**src/rtl/rx78_cart_loader.sv**
```systemverilog
// RX-78 cartridge loader: streams an HPS download into cartridge BRAM, pads the
// unused tail with FILL_BYTE and then serves CPU accesses through the same port.
module rx78_cart_loader #(
    parameter logic [7:0] CART_INDEX = 8'd1,
    parameter logic [7:0] FILL_BYTE  = 8'hFF
) (
    input  logic        clk_sys,
    input  logic        reset,
    input  logic        ioctl_download,
    input  logic [7:0]  ioctl_index,
    input  logic        ioctl_wr,
    input  logic [24:0] ioctl_addr,
    input  logic [7:0]  ioctl_dout,
    output logic        ioctl_wait,
    input  logic        cpu_req,
    input  logic        cpu_we,
    input  logic [14:0] cpu_addr,
    input  logic [7:0]  cpu_din,
    output logic [7:0]  cpu_dout,
    output logic        cpu_ack,
    output logic [14:0] ram_addr,
    output logic [7:0]  ram_din,
    output logic        ram_we,
    input  logic [7:0]  ram_dout,
    output logic        cpu_hold,
    output logic        cart_valid,
    output logic [15:0] cart_size,
    output logic        cart_ovf
);

    typedef enum logic [1:0] {IDLE, LOAD, FILL, READY} state_t;

    state_t      state_q, state_d;
    logic [14:0] fillAddr_q, fillAddr_d;
    logic [15:0] cartSize_q, cartSize_d;
    logic        cartOvf_q, cartOvf_d;
    logic        cartValid_q, cartValid_d;
    logic        bufValid_q, bufValid_d;
    logic [14:0] bufAddr_q, bufAddr_d;
    logic [7:0]  bufData_q, bufData_d;
    logic [14:0] ramAddr_q, ramAddr_d;
    logic [7:0]  ramDin_q, ramDin_d;
    logic        ramWe_q, ramWe_d;
    logic        s1Valid_q, s1Valid_d;
    logic        s1We_q, s1We_d;
    logic        s1Idle_q, s1Idle_d;
    logic        s2Valid_q, s2Valid_d;
    logic        s2Read_q, s2Read_d;
    logic        s2Idle_q, s2Idle_d;

    logic        dlActive;
    logic        enterLoad;
    logic        wrAccept;
    logic        wrInRange;
    logic [15:0] newSize;
    logic [15:0] sizeBase;

    // A qualifying download in any non-LOAD state means we are (re)entering LOAD.
    assign dlActive  = ioctl_download && (ioctl_index == CART_INDEX);
    assign enterLoad = dlActive && (state_q != LOAD);
    assign wrAccept  = ioctl_wr && dlActive && !bufValid_q;
    assign wrInRange = (ioctl_addr[24:15] == 10'd0);
    assign newSize   = {1'b0, ioctl_addr[14:0]} + 16'd1;
    assign sizeBase  = enterLoad ? 16'd0 : cartSize_q;

    always_comb begin
        state_d     = state_q;
        fillAddr_d  = fillAddr_q;
        cartSize_d  = cartSize_q;
        cartOvf_d   = cartOvf_q;
        cartValid_d = cartValid_q;
        bufValid_d  = bufValid_q;
        bufAddr_d   = bufAddr_q;
        bufData_d   = bufData_q;
        ramAddr_d   = ramAddr_q;
        ramDin_d    = ramDin_q;
        ramWe_d     = 1'b0;
        s1Valid_d   = 1'b0;
        s1We_d      = s1We_q;
        s1Idle_d    = s1Idle_q;
        s2Valid_d   = s1Valid_q;
        s2Read_d    = s1Valid_q && !s1We_q;
        s2Idle_d    = s1Idle_q;

        case (state_q)
            IDLE, READY, FILL: begin
                if (dlActive) begin
                    state_d = LOAD;
                end
            end
            LOAD: begin
                if (!dlActive) begin
                    if (cartSize_q == 16'h8000) begin
                        state_d     = READY;
                        cartValid_d = 1'b1;
                    end else begin
                        state_d    = FILL;
                        fillAddr_d = cartSize_q[14:0];
                    end
                end
            end
            default: state_d = IDLE;
        endcase

        if (enterLoad) begin
            cartValid_d = 1'b0;
            cartSize_d  = 16'd0;
            cartOvf_d   = 1'b0;
        end

        // A download byte colliding with an in-flight CPU access waits in the buffer.
        if (wrAccept) begin
            if (wrInRange) begin
                if (newSize > sizeBase) begin
                    cartSize_d = newSize;
                end
                if (s1Valid_q) begin
                    bufValid_d = 1'b1;
                    bufAddr_d  = ioctl_addr[14:0];
                    bufData_d  = ioctl_dout;
                end else begin
                    ramWe_d   = 1'b1;
                    ramAddr_d = ioctl_addr[14:0];
                    ramDin_d  = ioctl_dout;
                end
            end else begin
                cartOvf_d = 1'b1;
            end
        end

        if (bufValid_q && !s1Valid_q) begin
            ramWe_d    = 1'b1;
            ramAddr_d  = bufAddr_q;
            ramDin_d   = bufData_q;
            bufValid_d = 1'b0;
        end

        if ((state_q == FILL) && !dlActive && !bufValid_q) begin
            ramWe_d   = 1'b1;
            ramAddr_d = fillAddr_q;
            ramDin_d  = FILL_BYTE;
            if (fillAddr_q == 15'h7FFF) begin
                state_d     = READY;
                cartValid_d = 1'b1;
            end else begin
                fillAddr_d = fillAddr_q + 15'd1;
            end
        end

        // CPU is served only when nothing else wants the port and no access is pending.
        if (cpu_req && ((state_q == IDLE) || (state_q == READY)) && !dlActive
            && !bufValid_q && !s1Valid_q && !s2Valid_q) begin
            s1Valid_d = 1'b1;
            s1We_d    = cpu_we;
            s1Idle_d  = (state_q == IDLE);
            ramAddr_d = cpu_addr;
            ramDin_d  = cpu_din;
            ramWe_d   = cpu_we && (state_q == READY);
        end
    end

    always_ff @(posedge clk_sys or posedge reset) begin
        if (reset) begin
            state_q     <= IDLE;
            fillAddr_q  <= 15'd0;
            cartSize_q  <= 16'd0;
            cartOvf_q   <= 1'b0;
            cartValid_q <= 1'b0;
            bufValid_q  <= 1'b0;
            bufAddr_q   <= 15'd0;
            bufData_q   <= 8'd0;
            ramAddr_q   <= 15'd0;
            ramDin_q    <= 8'd0;
            ramWe_q     <= 1'b0;
            s1Valid_q   <= 1'b0;
            s1We_q      <= 1'b0;
            s1Idle_q    <= 1'b0;
            s2Valid_q   <= 1'b0;
            s2Read_q    <= 1'b0;
            s2Idle_q    <= 1'b0;
        end else begin
            state_q     <= state_d;
            fillAddr_q  <= fillAddr_d;
            cartSize_q  <= cartSize_d;
            cartOvf_q   <= cartOvf_d;
            cartValid_q <= cartValid_d;
            bufValid_q  <= bufValid_d;
            bufAddr_q   <= bufAddr_d;
            bufData_q   <= bufData_d;
            ramAddr_q   <= ramAddr_d;
            ramDin_q    <= ramDin_d;
            ramWe_q     <= ramWe_d;
            s1Valid_q   <= s1Valid_d;
            s1We_q      <= s1We_d;
            s1Idle_q    <= s1Idle_d;
            s2Valid_q   <= s2Valid_d;
            s2Read_q    <= s2Read_d;
            s2Idle_q    <= s2Idle_d;
        end
    end

    // Read data comes straight from the BRAM output in the ack cycle.
    assign cpu_dout   = (s2Valid_q && s2Read_q) ? (s2Idle_q ? FILL_BYTE : ram_dout) : 8'h00;
    assign cpu_ack    = s2Valid_q;
    assign ioctl_wait = bufValid_q;
    assign ram_addr   = ramAddr_q;
    assign ram_din    = ramDin_q;
    assign ram_we     = ramWe_q;
    assign cpu_hold   = (state_q == LOAD) || (state_q == FILL);
    assign cart_valid = cartValid_q;
    assign cart_size  = cartSize_q;
    assign cart_ovf   = cartOvf_q;

endmodule

```
**config.mk**
```make
export PLATFORM = sky130hd
export DESIGN_NAME = rx78_cart_loader
export DESIGN_NICKNAME = d
export VERILOG_FILES = /design/src/rtl/rx78_cart_loader.sv
export SDC_FILE = /design/constraint.sdc
export NUM_CORES = 1
export LEC_CHECK = 0
export ABC_AREA = 1
export BUFFER_PORTS_ARGS = -buffer_cell sky130_fd_sc_hd__buf_2
export CORE_MARGIN = 10
export CORE_UTILIZATION = 60
export CTS_CLUSTER_DIAMETER = 40
export DETAILED_ROUTE_END_ITERATION = 10
export GPL_ROUTABILITY_DRIVEN = 0
export GPL_TIMING_DRIVEN = 0
export PLACE_DENSITY_LB_ADDON = 0.3
export SLEW_MARGIN = 40
export SYNTH_ARGS = -nofsm -noshare
export SYNTH_HDL_FRONTEND = slang
export SYNTH_SLANG_ARGS = --single-unit
```
**constraint.sdc**
```tcl
create_clock -name clk_sys -period 5.9 [get_ports clk_sys]
set_input_delay 0.59 -clock clk_sys [delete_from_list [all_inputs] [get_ports clk_sys]]
set_output_delay 0.59 -clock clk_sys [all_outputs]
set_load 0.05 [all_outputs]
```
### After elaboration in Yosys (flattened, before gate mapping)

Cells that the tools add are included.

| cells by class | value |
|---|---|
| mux-type cells | 49 |
| reduce and logical (&&, ||, !) cells | 33 |
| add/sub/neg operators | 2 |
| equality and inequality tests | 8 |
| order comparisons | 1 |

Operator list:

| kind | count |
|---|---|
| 15-bit 2-to-1 mux | 11 |
| 16-bit 2-to-1 mux | 4 |
| 8-bit 2-to-1 mux | 8 |
| 1-bit 2-to-1 mux | 21 |
| 15-bit by 1-bit adder with 16-bit output, second input constant | 1 |
| 16-bit equality test, second input constant | 1 |
| 16-bit greater-than comparator | 1 |
| 15-bit by 1-bit adder with 15-bit output, second input constant | 1 |
| 15-bit equality test, second input constant | 1 |
| 1-bit logical AND | 15 |
| 10-bit logical NOT | 1 |
| 3-bit AND reduction | 3 |
| 8-bit by 1-bit equality test with 1-bit output, second input constant | 1 |
| 2-bit 2-to-1 mux | 4 |
| 4-bit nonzero test | 2 |
| 2-bit nonzero test | 3 |
| 1-bit logical NOT | 5 |
| 2-bit equality test, second input constant | 2 |
| 4-bit by 1-bit != test with 1-bit output, second input constant | 1 |
| 2-bit one-hot mux with 2 select lines | 1 |
| 3-bit OR reduction | 1 |
| 2-bit by 1-bit equality test with 1-bit output, second input constant | 1 |
| 2-bit logical NOT | 1 |
| 1-bit logical OR | 2 |
| 2-bit by 1-bit != test with 1-bit output, second input constant | 1 |

| storage, ports and cells | value |
|---|---|
| word-level logic and storage cells | 110 |
| bits in registers | 89 |
| input port bits | 78 |
| output and inout port bits | 53 |

### Logic depth before layout (Yosys ltp)

| depth | value |
|---|---|
| word-level depth | 9 |
| mapped depth | 25 |
| depth with buffers taken out | 22 |

### Least setup slack after synthesis

Ideal clock, no wire load.

| timing | value |
|---|---|
| kind | input to register |
| start | input ioctl_addr[0] |
| end | register cartSize_q[10], in the netlist cart_size[10] |
| setup slack | 3181 ps |
| library setup time | 113 ps |
| cell stages on the path | 17 |
| arrival time | 2606 ps |
| path through | ha_1 nand3_1 nor2_1 nand3_1 xor2_1 inv_1 ha_1 nand2_1 nor2_1 nand2_1 inv_1 nand2_1 nand2_1 clkbuf_1 nand3_1 nand2_1 inv_1 |

| between the ends | value |
|---|---|
| word-level cells in the longest chain between the ends | 5 |

RTL lines:

| what | RTL line | text |
|---|---|---|
| start: declaration | 12 | `input logic [24:0] ioctl_addr,` |
| 15-bit by 1-bit adder with 16-bit output (*) | 63 | `assign newSize = {1'b0, ioctl_addr[14:0]} + 16'd1;` |
| 16-bit greater-than comparator | 114 | `if (newSize > sizeBase) begin` |
| 16-bit 2-to-1 mux (*) | 114 |  |
| 16-bit 2-to-1 mux (*) | 113 | `if (wrInRange) begin` |
| 16-bit 2-to-1 mux (*) | 112 | `if (wrAccept) begin` |
| via cartSize_d[10] | 35 | `logic [15:0] cartSize_q, cartSize_d;` |
| end signal: assignment | 184 | `cartSize_q <= cartSize_d;` |
| end: declaration | 35 |  |

The timed path passes the listed nets; every way through them passes the cells marked *.
A chain may end at the register's enable or synchronous reset.

### Final worst setup path

Same ends and word-level chain as after synthesis.

==> results_dict.tcl <==
set metrics [dict create \
    outcome "completed" \
    synth_largest_area_cell "dfrtp_1" \
    rows 36 \
    io-pin-count 131 \
    path_cells "buf_2, ha_1, nand3_1, nor2_1, nand3_1, xor2_1, inv_1, ha_1, nand2_1, nor2_1, nand2_1, inv_1, nand2_1, nand2_1, clkbuf_1, nand3_1, nand2_1, inv_1" \
    final_area_mm2 0.00708 \
    dr.pass1.iters 5 \
    yosys_warnings 0 \
    multiInputGateArea_mm2 0.00316 \
    cts.sinks 89 \
    cp-end-kind "flip-flop" \
    cts_tree "built" \
    maxCapViolations 0 \
    area_growth_pct 17.7 \
    pre_cts_ws_ns 2.49 \
    crit_buf_inv 5 \
    design.core.area_mm2 0.00977 \
    grtUsageTotal_pct 23.9 \
    ff2ff_path_depth 17 \
    skew_ns 0.0162 \
    finalHoldViolCount 0 \
    relSlewSlack_pct 65.2 \
    synth_cell_types 37 \
    worst_slew_pin_slew_ns 0.521 \
    fin_crit_sh_pct 52.6 \
    p_sw_share_pct 48.0 \
    num_vias 6289 \
    vias_per_cell 5.46 \
    pwr-share-comb_pct 48.9 \
    drt_iter0_markers 509 \
    final_nets 1113 \
    rrSetupSlack_ns 3.00 \
    overflow 0 \
    syn-num-nets 972 \
    rsz0062_at_grt "no" \
    cp_slowest_stage_delay_ns 0.40 \
    peakVddDrop_uv 207 \
    place_hpwl_mm 13.8 \
    crit_arrival_ns 3.37 \
    grt_pass1_vias 5959 \
    cts.root.buffer_cell "clkbuf_8" \
    n_antenna_cell 0 \
    grt_max_degree 61 \
    setup_ws_ns 2.80 \
    critPathMaxFanout 10 \
    postCtsSetupBuffers 0 \
    ys_top_cells_by_count "268 x nand2_1, 103 x inv_1, 94 x nand3_1, 89 x dfrtp_1, 79 x nor2_1" \
    die_w_um 120 \
    ys.flop_type "dfrtp_1" \
    antenna_found_initial 0 \
    crit_type "in -> reg" \
    yosysTopAreaCellShare_pct 37.0 \
    critPathMostFrequentCell "nand2_1" \
    grt_pass1_wl_mm 28.4 \
    worstSkewPairLatency_ns 0.37 \
    critPathRequiredTime_ns 6.17 \
    synth_edf_count 0 \
    worstSetupStartpointType "input port" \
    cpMaxStageDelayCell "clkbuf_1" \
    critPathTopFamily "simple AND/OR/NAND/NOR gates" \
    place_area_mm2 0.00686 \
    ys_seq_area_share_pct 37.0 \
    r2r-end "cart_size[10]$_DFF_PP0_" \
    p_leak_nw 4.05 \
    fin_tns_setup_ns 0 \
    syn_area_mm2 0.00601 \
    timing.rr.start "state_q[1]$_DFF_PP0_" \
    clockBufferDepth 2 \
    drc 0 \
    wire_per_inst_um 15.4 \
    post_cts_resized 0 \
    hold_path.class "in -> async" \
    fmax_ghz 0.322 \
    power.density_mw_per_mm2 376 \
    synth.most_common_cell "nand2_1" \
    initial_core_util_pct 61.5 \
    slew_violations 0 \
    avgSynthCellArea_um2 6.90 \
    port_buffers 129 \
    die_h_um 120 \
    numCtsBuffers 9 \
    path_clk_slew_ns 0.09 \
    synthCells 872 \
    p_sw_mw 1.27 \
    netlist_top_cells_area "dfrtp_1 37%, nand2_1 17%, nand3_1 7.8%, inv_1 6.4%, nor2_1 4.9%" \
    drtAntennaViolNets 0 \
    seqCellArea_mm2 0.00223 \
    fillers 852 \
    ctsHoldBuffers 0 \
    p_clk_share_pct 18.0 \
    layout_min_cycle_time_ns 3.10 \
    synth-async-reset-ratio_pct 100 \
    finalSetupViolCount 0 \
    power_frac_seq_pct 33.1 \
    layout-drive-gt1-share_pct 19.7 \
    synth_seq_cells 89 \
    dieArea_mm2 0.0144 \
    p_int_mw 1.38 \
    wirelength_mm 17.7 \
    cts.htree.levels 3 \
]
cells by family after synthesis:
group                    count (synthesis)  share of synthesized area [%]
AND/OR/NAND/NOR                        525                           38.9
adder cells (fa/ha/maj)                 22                           4.58
XOR/XNOR                                18                           2.62
flip-flops                              89                           37.0
buffers and inverters                  148                           10.5
AO/OA/AOI/OAI                           70                           6.37
power groups by stage:
stage	registers [mW]	clock network (mW)	logic (mW)
2_1_floorplan	1.15	0	0.683
3_3_place_gp	0.882	0	1.27
3_5_place_dp	0.886	0	1.29
4_1_cts	0.874	0.478	1.30
5_1_grt	0.892	0.503	1.42
6_report	0.879	0.478	1.30
worst reg2reg max path, stage by stage, from the launching register on:
cell,delay [ns]
dfrtp_1,0.42
inv_1,0.09
ha_1,0.17
inv_1,0.07
nand2_1,0.11
buf_2,0.26
nand2_1,0.13
ha_1,0.31
nand2_1,0.07
nor2_1,0.13
nand2_1,0.09
inv_1,0.06
nand2_1,0.05
nand2_1,0.16
clkbuf_1,0.40
nand3_1,0.16
nand2_1,0.10
inv_1,0.04
worst max path at each step:
stage                  start                        to  slack [ns]  depth (start not counted)
6_report       ioctl_addr[0]   cart_size[10]$_DFF_PP0_        2.80                         18
5_1_grt        ioctl_addr[0]   cart_size[13]$_DFF_PP0_        2.57                         18
4_1_cts        ioctl_addr[0]   cart_size[10]$_DFF_PP0_        2.87                         18
3_5_place_dp   ioctl_addr[0]   cart_size[10]$_DFF_PP0_        2.49                         18
3_3_place_gp           reset   fillAddr_q[9]$_DFF_PP0_        1.92                          2
2_1_floorplan          reset  bufAddr_q[0]$_DFFE_PP0P_        3.00                          1
layout make-up:
type                    instances  share of cell area [%]
inverters                     108                    5.87
multi-input cells             635                    44.6
repair buffers                130                    9.51
plain buffers                  40                    3.11
flip-flops and latches         89                    31.5
clock buffers                  10                    1.80
clock inverters                 6                    1.27
well taps                     133                    2.35
metal layers:
metal / wire length, µm / vias up / part of all wire (%) / global-route usage, %
met2: 8360 / 308 / 47 / 39.1
met1: 7320 / 2871 / 41 / 30.2
met3: 1600 / 43 / 9.1 / 6.00
met4: 409 / 0 / 2.3 / 8.14
met5: 0 / - / 0 / 0
li1: - / 3067 / - / -
metrics by stage:
step	util [%]	cells	hold WS, ns	power [mW]
floorplan	-	872	0.354	1.83
global placement	69.8	1134	0.375	2.15
detailed placement	70.2	1135	0.373	2.18
CTS	72.4	1151	0.190	2.65
global route	72.4	1151	0.192	2.82
finish	72.4	1151	0.176	2.66
registers in the layout, indices dropped and copies added (netlist names):
name        count
s1Idle_q        1
s1We_q          1
s2Idle_q        1
cart_valid      1
bufAddr_q      15
state_q         2
cpu_ack         1
fillAddr_q     15
ioctl_wait      1
ram_din         8
ram_addr       15
cart_size      16
s2Read_q        1
s1Valid_q       1
cart_ovf        1
ram_we          1
bufData_q       8
layout by cell type (no fill, tap or decap), drive strengths merged:
master / Yosys / layout
nand2: 277 / 277
nor3: 6 / 6
xor2: 14 / 14
o211ai: 4 / 4
nand3b: 2 / 2
nand4: 41 / 41
clkbuf: 15 / 25
clkinvlp: 0 / 1
nand3: 98 / 98
or2: 16 / 16
o21ai: 39 / 39
a21o: 1 / 1
ha: 22 / 22
a21oi: 24 / 24
bufinv: 0 / 2
inv: 108 / 110
a31oi: 1 / 1
nor4: 1 / 1
dfrtp: 89 / 89
nor2: 84 / 84
o31ai: 1 / 1
clkinv: 0 / 1
buf: 25 / 155
xnor2: 4 / 4
Power figures use the tool's default switching activity.
